`config.mk`:
```
export PLATFORM = sky130hd
export DESIGN_NAME = m68k_bus_decoder
export DESIGN_NICKNAME = d
export VERILOG_FILES = /design/src/rtl/m68k_bus_decoder.sv
export SDC_FILE = /design/constraint.sdc
export NUM_CORES = 1
export LEC_CHECK = 0
export ABC_AREA = 1
export CAP_MARGIN = 20
export CELL_PAD_IN_SITES_DETAIL_PLACEMENT = 1
export CELL_PAD_IN_SITES_GLOBAL_PLACEMENT = 2
export CORE_MARGIN = 8
export CORE_UTILIZATION = 25
export CTS_BUF_LIST = sky130_fd_sc_hd__clkbuf_16
export DETAILED_ROUTE_END_ITERATION = 6
export PLACE_DENSITY = 0.83
export RECOVER_POWER = 50
export SYNTH_ARGS = -nofsm -noshare
export SYNTH_HDL_FRONTEND = slang
export SYNTH_SLANG_ARGS = --single-unit
```
`constraint.sdc`:
```
create_clock -name clk -period 3.05 [get_ports clk]
set_input_delay 0.4575 -clock clk [delete_from_list [all_inputs] [get_ports clk]]
set_output_delay 0.4575 -clock clk [all_outputs]
set_load 0.05 [all_outputs]
```
`src/rtl/m68k_bus_decoder.sv`:
```
// rtl/m68k_bus_decoder.sv - 68000-style address decoder with wait-state, external-ready and bus-error timeout FSM.
// The winning region, its wait count and its ext flag are captured on the first AS edge, so table edits mid-cycle are harmless.
module m68k_bus_decoder #(
   parameter int NREG    = 16,
   parameter int AW      = 24,
   parameter int WSW     = 4,
   parameter int TIMEOUT = 255
) (
   input  logic                clk,
   input  logic                reset_n,
   input  logic [AW-1:0]       cpu_a,
   input  logic                cpu_as_n,
   input  logic [NREG*AW-1:0]  reg_base,
   input  logic [NREG*5-1:0]   reg_width,
   input  logic [NREG*WSW-1:0] reg_ws,
   input  logic [NREG-1:0]     reg_en,
   input  logic [NREG-1:0]     reg_ext,
   input  logic [NREG-1:0]     ext_ready,
   output logic [NREG-1:0]     cs,
   output logic [4:0]          sel_idx,
   output logic                hit,
   output logic                dtack_n,
   output logic                berr_n,
   output logic                busy
);

   localparam logic [1:0] ST_IDLE = 2'd0;
   localparam logic [1:0] ST_WAIT = 2'd1;
   localparam logic [1:0] ST_ACK  = 2'd2;
   localparam logic [1:0] ST_BERR = 2'd3;

   logic [1:0]      state_q, state_d;
   logic [NREG-1:0] cs_q, cs_d;
   logic [4:0]      sel_idx_q, sel_idx_d;
   logic            hit_q, hit_d;
   logic            dtack_n_q, dtack_n_d;
   logic            berr_n_q, berr_n_d;
   logic [WSW-1:0]  wcnt_q, wcnt_d;
   logic [15:0]     tcnt_q, tcnt_d;
   logic            ext_q, ext_d;

   logic [NREG-1:0] match;
   logic [NREG-1:0] win_oh;
   logic [4:0]      win_idx;
   logic [WSW-1:0]  win_ws;
   logic            win_ext;
   logic            found;
   logic            ext_sel;
   logic            ready;

   always_comb begin
      match = '0;
      for (int i = 0; i < NREG; i++) begin
         match[i] = reg_en[i] && !cpu_as_n &&
                    ((cpu_a >> reg_width[i*5 +: 5]) ==
                     (reg_base[i*AW +: AW] >> reg_width[i*5 +: 5]));
      end
   end

   // Scan from the top down so the lowest matching index is the last write.
   always_comb begin
      found   = 1'b0;
      win_oh  = '0;
      win_idx = 5'd0;
      win_ws  = '0;
      win_ext = 1'b0;
      for (int i = NREG - 1; i >= 0; i--) begin
         if (match[i]) begin
            found     = 1'b1;
            win_oh    = '0;
            win_oh[i] = 1'b1;
            win_idx   = 5'(i);
            win_ws    = reg_ws[i*WSW +: WSW];
            win_ext   = reg_ext[i];
         end
      end
   end

   assign ext_sel = |(ext_ready & cs_q);
   assign ready   = hit_q && (wcnt_q == '0) && (!ext_q || ext_sel);

   always_comb begin
      state_d   = state_q;
      cs_d      = cs_q;
      sel_idx_d = sel_idx_q;
      hit_d     = hit_q;
      dtack_n_d = dtack_n_q;
      berr_n_d  = berr_n_q;
      wcnt_d    = wcnt_q;
      tcnt_d    = tcnt_q;
      ext_d     = ext_q;
      case (state_q)
         ST_IDLE: begin
            if (!cpu_as_n) begin
               state_d   = ST_WAIT;
               cs_d      = win_oh;
               sel_idx_d = win_idx;
               hit_d     = found;
               wcnt_d    = win_ws;
               ext_d     = win_ext;
               tcnt_d    = 16'd0;
            end
         end
         ST_WAIT: begin
            if (cpu_as_n) begin
               state_d = ST_IDLE;
            end else if (ready) begin
               state_d   = ST_ACK;
               dtack_n_d = 1'b0;
            end else if (tcnt_q == 16'(TIMEOUT)) begin
               state_d  = ST_BERR;
               berr_n_d = 1'b0;
            end else begin
               if (wcnt_q != '0) begin
                  wcnt_d = wcnt_q - 1'b1;
               end
               tcnt_d = tcnt_q + 16'd1;
            end
         end
         default: begin
            if (cpu_as_n) begin
               state_d = ST_IDLE;
            end
         end
      endcase

      // Every exit to IDLE drops the whole cycle context in one place.
      if (state_q != ST_IDLE && state_d == ST_IDLE) begin
         cs_d      = '0;
         sel_idx_d = 5'd0;
         hit_d     = 1'b0;
         dtack_n_d = 1'b1;
         berr_n_d  = 1'b1;
         wcnt_d    = '0;
         tcnt_d    = 16'd0;
         ext_d     = 1'b0;
      end
   end

   always_ff @(posedge clk) begin
      if (!reset_n) begin
         state_q   <= ST_IDLE;
         cs_q      <= '0;
         sel_idx_q <= 5'd0;
         hit_q     <= 1'b0;
         dtack_n_q <= 1'b1;
         berr_n_q  <= 1'b1;
         wcnt_q    <= '0;
         tcnt_q    <= 16'd0;
         ext_q     <= 1'b0;
      end else begin
         state_q   <= state_d;
         cs_q      <= cs_d;
         sel_idx_q <= sel_idx_d;
         hit_q     <= hit_d;
         dtack_n_q <= dtack_n_d;
         berr_n_q  <= berr_n_d;
         wcnt_q    <= wcnt_d;
         tcnt_q    <= tcnt_d;
         ext_q     <= ext_d;
      end
   end

   assign cs      = cs_q;
   assign sel_idx = sel_idx_q;
   assign hit     = hit_q;
   assign dtack_n = dtack_n_q;
   assign berr_n  = berr_n_q;
   assign busy    = (state_q != ST_IDLE);

endmodule
```
# Word level (Yosys, flattened, before mapping)

Index checks and enable logic that the tools add are counted.

Flip-flop bits (word level): 47
Bits in latches: 0
Bits in writable memories: 0
ROM bits: 0
Bits of input ports: 603
Output and inout bits: 25
Logic and storage cells: 218
Memories: 0

Add/subtract/negate cells: 2
Multiply operators: 0
Divide/modulo/power cells: 0
$lt $le $gt $ge: 0
Equality and inequality tests: 23
Shifts and indexed selects: 32
Multiplexer cells: 97
Bitwise gates (word level): 4
Reductions and logical operators: 51

Operators by type and width:

| operator                                                               | number |
|---|---|
| 24-bit by 5-bit >> shifter with 24-bit output                          | 32 |
| 24-bit equality test                                                   | 16 |
| 16-bit two-way mux                                                     | 20 |
| 4-bit two-way mux                                                      | 22 |
| 5-bit two-way mux                                                      | 15 |
| 1-bit logical AND                                                      | 35 |
| 1-bit two-way mux                                                      | 32 |
| 16-bit one-hot mux with 2 select lines                                 | 1 |
| 16-bit by 1-bit adder with 16-bit output, second input constant        | 1 |
| 16-bit bitwise AND                                                     | 1 |
| 16-bit by 8-bit equality test with 1-bit output, second input constant | 1 |
| 16-bit OR reduction                                                    | 1 |
| 2-bit two-way mux                                                      | 5 |
| 2-bit != test, second input constant                                   | 5 |
| 4-bit one-hot mux with 2 select lines                                  | 1 |
| 6-bit AND reduction                                                    | 1 |
| 5-bit AND reduction                                                    | 1 |
| 2-bit logical NOT                                                      | 2 |
| 4-bit logical NOT                                                      | 1 |
| 2-bit one-hot mux with 2 select lines                                  | 1 |
| 4-bit AND reduction                                                    | 1 |
| 2-bit nonzero test                                                     | 2 |
| 4-bit nonzero test                                                     | 1 |
| 4-bit by 1-bit subtractor with 4-bit output, second input constant     | 1 |
| other kinds (7)                                                        | 10 |

# Logic depth before layout (Yosys ltp)

Word-level depth: 21
Depth in mapped cells: 34
Depth with buffers taken out: 32

# Worst setup path after synthesis

No wires, ideal clock.

Path kind: input to register
From: input port reg_width[41]
To: register wcnt_q[1]
Setup time: 0.141 ns
Arrival time: 2.601 ns
Required time: 2.909 ns
Path slack: 0.307 ns
Cell stages on the path: 23
Buffers on the path: 2
Cell sequence: inv_2 > buf_2 > buf_4 > o31ai_1 > nand2_1 > o21ai_1 > xnor2_1 > nand3_1 > o21ai_0 > nor3b_2 > nand2_4 > inv_2 > nor2_1 > nor2_1 > nand2_1 > nand2_1 > nand2_1 > nand2_1 > nand2_1 > nand2_1 > nand2_1 > nand2_1 > a21oi_2

Cells in the longest elaborated chain, start to end: 14
Elaborated cells between the ends (all ways): 15
Classes of those cells: eq/ne (1); shift (2); mux (11); reduce/logical (1)

RTL lines:

| what                                                             | line   | RTL |
|---|---|---|
| start, declared                                                  | 14     | `input logic [NREG*5-1:0] reg_width,` |
| 24-bit by 5-bit >> shifter with 24-bit output (on tied branches) | 55, 56 |  |
| 24-bit equality test (*)                                         | 55     | `((cpu_a >> reg_width[i*5 +: 5]) ==` |
| 1-bit logical AND (*)                                            | 54     | `match[i] = reg_en[i] && !cpu_as_n &&` |
| 4-bit two-way mux (*) (9 in a row)                               | 68     | `if (match[i]) begin` |
| 4-bit two-way mux (*)                                            | 94     | `if (!cpu_as_n) begin` |
| 4-bit one-hot mux with 2 select lines (*)                        | 92     | `case (state_q)` |
| end signal, assigned                                             | 158    | `wcnt_q <= wcnt_d;` |
| end, declared                                                    | 38     | `logic [WSW-1:0] wcnt_q, wcnt_d;` |

Mark *: on every way between the ends. The rest lies on a longest branch, timed or not. The select of a mux whose other input is x is not followed.
A chain may end at the register's enable or synchronous reset.

# Worst setup path after layout

From: input port reg_base[157]
To: register sel_idx_q[0] (netlist: sel_idx[0])

Cells in the longest elaborated chain, start to end: 10

RTL lines:

| what                                          | line | RTL |
|---|---|---|
| start, declared                               | 13   | `input logic [NREG*AW-1:0] reg_base,` |
| 24-bit by 5-bit >> shifter with 24-bit output | 56   | `(reg_base[i*AW +: AW] >> reg_width[i*5 +: 5]));` |
| 24-bit equality test                          | 55   |  |
| 1-bit logical AND                             | 54   |  |
| 5-bit two-way mux (7 in a row)                | 68   |  |
| end signal, assigned                          | 154  | `sel_idx_q <= sel_idx_d;` |
| end, declared                                 | 34   | `logic [4:0] sel_idx_q, sel_idx_d;` |

Every way passes these cells.

==> impl_metrics.py <==
metrics = {
    "worst_setup_path": {
        "critPathMaxStageDelay_ps": 630,
        "crit_buf_inv": 2,
        "timing.rr.end": "tcnt_q[14]$_SDFFE_PP0P_",
        "timing.rr.start": "cs[0]$_SDFFE_PP0P_",
        "r2r_slack_ps": 470,
        "worst-setup-path-type": "in2reg",
        "critPathMaxFanout": 7,
        "crit_chain": "clkdlybuf4s50_1 > nand2_1 > o21ai_1 > xnor2_1 > nand2_1 > a21oi_2 > nand2_1 > nand2_1 > nand2_1 > nor3_2 > nand2_1 > nand2_2 > nand2_8 > buf_4 > nor2_1 > nor2_1 > o21ai_0 > nand3_1 > nand2_1 > a21oi_1",
        "start_kind": "input pin",
        "endpoint": "sel_idx[0]$_SDFFE_PP0P_",
        "cp_common_cell": "nand2_1",
        "crit_slowest_cell": "clkdlybuf4s50_1",
        "r2r_cells": 18,
        "crit_arrival_ps": 3300,
        "crit_family": "simple AND/OR/NAND/NOR gates",
        "worstSetupStartpoint": "reg_base[157]",
        "cp.required_ps": 3230,
        "cp-end-kind": "register",
        "crit_cells": 20,
    },
    "timing": {
        "tns_ps": -233,
        "fin_crit_ps": 3130,
        "skew_ps": 7.90,
        "fin_crit_sh_pct": 103,
        "tightest_slew_ps": 672,
        "finalMaxSlewViolations": 0,
        "rsz0062_at_grt": "yes",
        "layout_setup_ws_ps": -76.6,
        "setup_violations": 6,
        "hold_viol": 0,
        "relSlewSlack_pct": 54.7,
        "fmax_ghz": 0.320,
    },
    "grt": {
        "grt_max_degree": 67,
        "grt_pass1_wl_mm": 286,
        "gr-total-overflow": 0,
        "grt_pass1_vias": 47200,
        "antenna_found_initial": 35,
        "grt_usage_pct": 27.5,
    },
    "clock_network": {
        "cts.sinks": 46,
        "htree_num_levels": 2,
        "clk_latency_ps": 300,
        "clkTransAtPathRegs_ps": 70,
        "cts_tree": "done",
        "root_buffer": "clkbuf_16",
        "cts_buffer_depth": 2,
        "numCtsBuffers": 5,
        "holdBufCountCts": 0,
    },
    "outcome": {
        "status": "finished with violations",
        "failed_checks": "negative setup slack",
    },
    "yosys": {
        "synth_area_sq_um": 30200,
        "synthTopCellsByArea": "nand2_1 34%, o21ai_0 12%, nand3_1 11%",
        "synth-edff-count": 0,
        "synth-seq-cells": 46,
        "synth_most_common_cell": "nand2_1",
        "yosysTopAreaCellShare_pct": 33.6,
        "synthCells": 6263,
        "avgSynthCellArea_sq_um": 4.82,
        "synthFlopType": "dfxtp_1",
        "yosysSeqAreaShare_pct": 3.05,
        "synth_cell_types": 65,
        "syn_nets": 6869,
        "yosysTopAreaCell": "nand2_1",
        "synth_common_cells": "2707 x nand2_1, 719 x o21ai_0, 634 x nand3_1",
        "synthArstFlopShare_pct": 0,
        "yosys_warnings": 0,
    },
    "finish": {
        "layout.nets": 8194,
        "area.growth.synth_to_final_pct": 66.6,
        "fin_util_pct": 42.0,
        "drive_gt1_share_pct": 25.9,
        "fill_cells": 16300,
    },
    "power_and_ir_drop": {
        "pwr-share-comb_pct": 88.2,
        "ir_drop_mv": 0.184,
        "internal_power_uw": 4930,
        "netSwitchingPower_uw": 5400,
        "power.density_cell_area_nw_per_um2": 205,
        "leakage_uw": 0.0249,
        "power_uw": 10300,
        "p_clk_share_pct": 5.7,
        "seq_power_share_pct": 6.1,
        "swShare_pct": 52.3,
    },
    "drt": {
        "ant_nets": 0,
        "wirelength_mm": 201,
        "first_pass_iters": 6,
        "first_iter_violations": 3313,
        "avgViaCountPerCell": 5.19,
        "vias": 47900,
        "wire_per_inst_um": 21.8,
        "drc": 0,
    },
    "die": {
        "num_rows": 127,
        "initial_core_util_pct": 25.2,
        "die_w_um": 364,
        "die_y_um": 364,
        "io_pins": 628,
        "die_area_sq_um": 132000,
        "core_sq_um": 120000,
    },
    "place": {
        "port_buffers": 626,
        "dpl.hpwl_mm": 161,
        "gp_congestion": 0.950,
    },
    "worst_hold_path": {
        "hold_path.startpoint": "ext_q$_SDFFE_PP0P_",
        "hp-class": "reg2reg",
    },
    "job": {
        "maxCapViolCount": 0,
    },
}
-- layout make-up --
class                      count  area [sq um]  area share [%]
clock buffer                   5           125           0.249
timing repair buffer        1736         17300            34.4
timing repair inverter         3          22.5          0.0447
multi-input combinational   5342         28000            55.6
tap                         1612          2020            4.01
inverter                     454          1850            3.68
sequential                    46           921            1.83
clock inverter                 3          23.8          0.0472
antenna                       30          75.1           0.149
-- worst min path at each step --
| stage | slack [ps] | cells after the start | to |
|---|---|---|---|
| floorplan | 430 | 2 | ext_q$_SDFFE_PP0P_ |
| global placement | 450 | 2 | ext_q$_SDFFE_PP0P_ |
| detailed placement | 460 | 2 | ext_q$_SDFFE_PP0P_ |
| CTS | 470 | 2 | ext_q$_SDFFE_PP0P_ |
| global route | 490 | 2 | ext_q$_SDFFE_PP0P_ |
| finish | 460 | 2 | ext_q$_SDFFE_PP0P_ |
-- placed cells by master (no fill, tap or decap), drive strengths merged, types with 46 or more instances in the layout --
| cell type | Yosys | final |
|---|---|---|
| a21oi | 176 | 176 |
| buf | 315 | 1111 |
| clkdlybuf4s50 | 0 | 415 |
| dfxtp | 46 | 46 |
| dlygate4sd2 | 0 | 82 |
| dlymetal6s2s | 0 | 59 |
| inv | 447 | 437 |
| mux2i | 48 | 48 |
| nand2 | 2733 | 2733 |
| nand3 | 634 | 634 |
| nand4 | 49 | 49 |
| nor2 | 230 | 230 |
| o211ai | 66 | 66 |
| o21ai | 925 | 925 |
| or2 | 51 | 51 |
| xnor2 | 189 | 189 |
| xor2 | 85 | 85 |
-- timing repair --
action / 4_1_cts / 5_1_grt
setup buffers: 27 / 54
resized for setup: 532 / 909
gates cloned: 13 / 28
pin swaps: 93 / 269
endpoints found under the setup margin: 27 / 32
-- kinds of logic (layout without fill, tap and decap cells) --
kind of cell | Yosys count | in the layout | synth area share [%]
and+or+nand+nor | 3765 | 3765 | 51.2
AOI/OAI and AO/OA | 1251 | 1251 | 22.4
buffers and inverters | 875 | 2201 | 13.7
xor gates and xnor gates | 274 | 274 | 7.94
muxes | 48 | 48 | 1.59
DFF | 46 | 46 | 3.05
adders and majority gates | 3 | 3 | 0.124
other | 1 | 31 | 0.0124
-- per-layer routing --
metal	vias up	routed length, um	global-route usage (%)
li1	23000	-	-
met1	23100	85900	35.6
met2	1388	95100	47.5
met3	342	12100	3.34
met4	14	7920	8.48
met5	-	92	0
-- flip-flops by register name (all words and copies together) (netlist names) --
signal / cells
berr_n: 1
cs: 16
dtack_n: 1
ext_q: 1
hit: 1
sel_idx: 4
state_q: 2
tcnt_q: 16
wcnt_q: 4
-- per-stage QoR --
step / hold slack [ps] / area (sq um) / setup slack, ps / std cells
6_report: 460 / 50300 / -76.6 / 9231
3_5_place_dp: 456 / 45000 / -790 / 9072
5_1_grt: 495 / 50300 / -249 / 9218
4_1_cts: 469 / 46700 / -18.0 / 9120
2_1_floorplan: 426 / 30200 / 307 / 6263
3_3_place_gp: 449 / 45000 / -739 / 9072
-- worst min-delay path: cells and delay by family, from the launching register on --
kind             cells  cell delay [ps]
DFF                  1              320
and+or+nand+nor      2              100
-- power groups by stage --
stage | Sequential, uW | Combinational (uW) | Clock [uW]
2_1_floorplan | 670 | 4170 | 0
3_3_place_gp | 646 | 7800 | 0
3_5_place_dp | 647 | 7960 | 0
4_1_cts | 633 | 8310 | 598
5_1_grt | 635 | 9840 | 619
6_report | 634 | 9100 | 588
(Power assumes the default switching activity.)
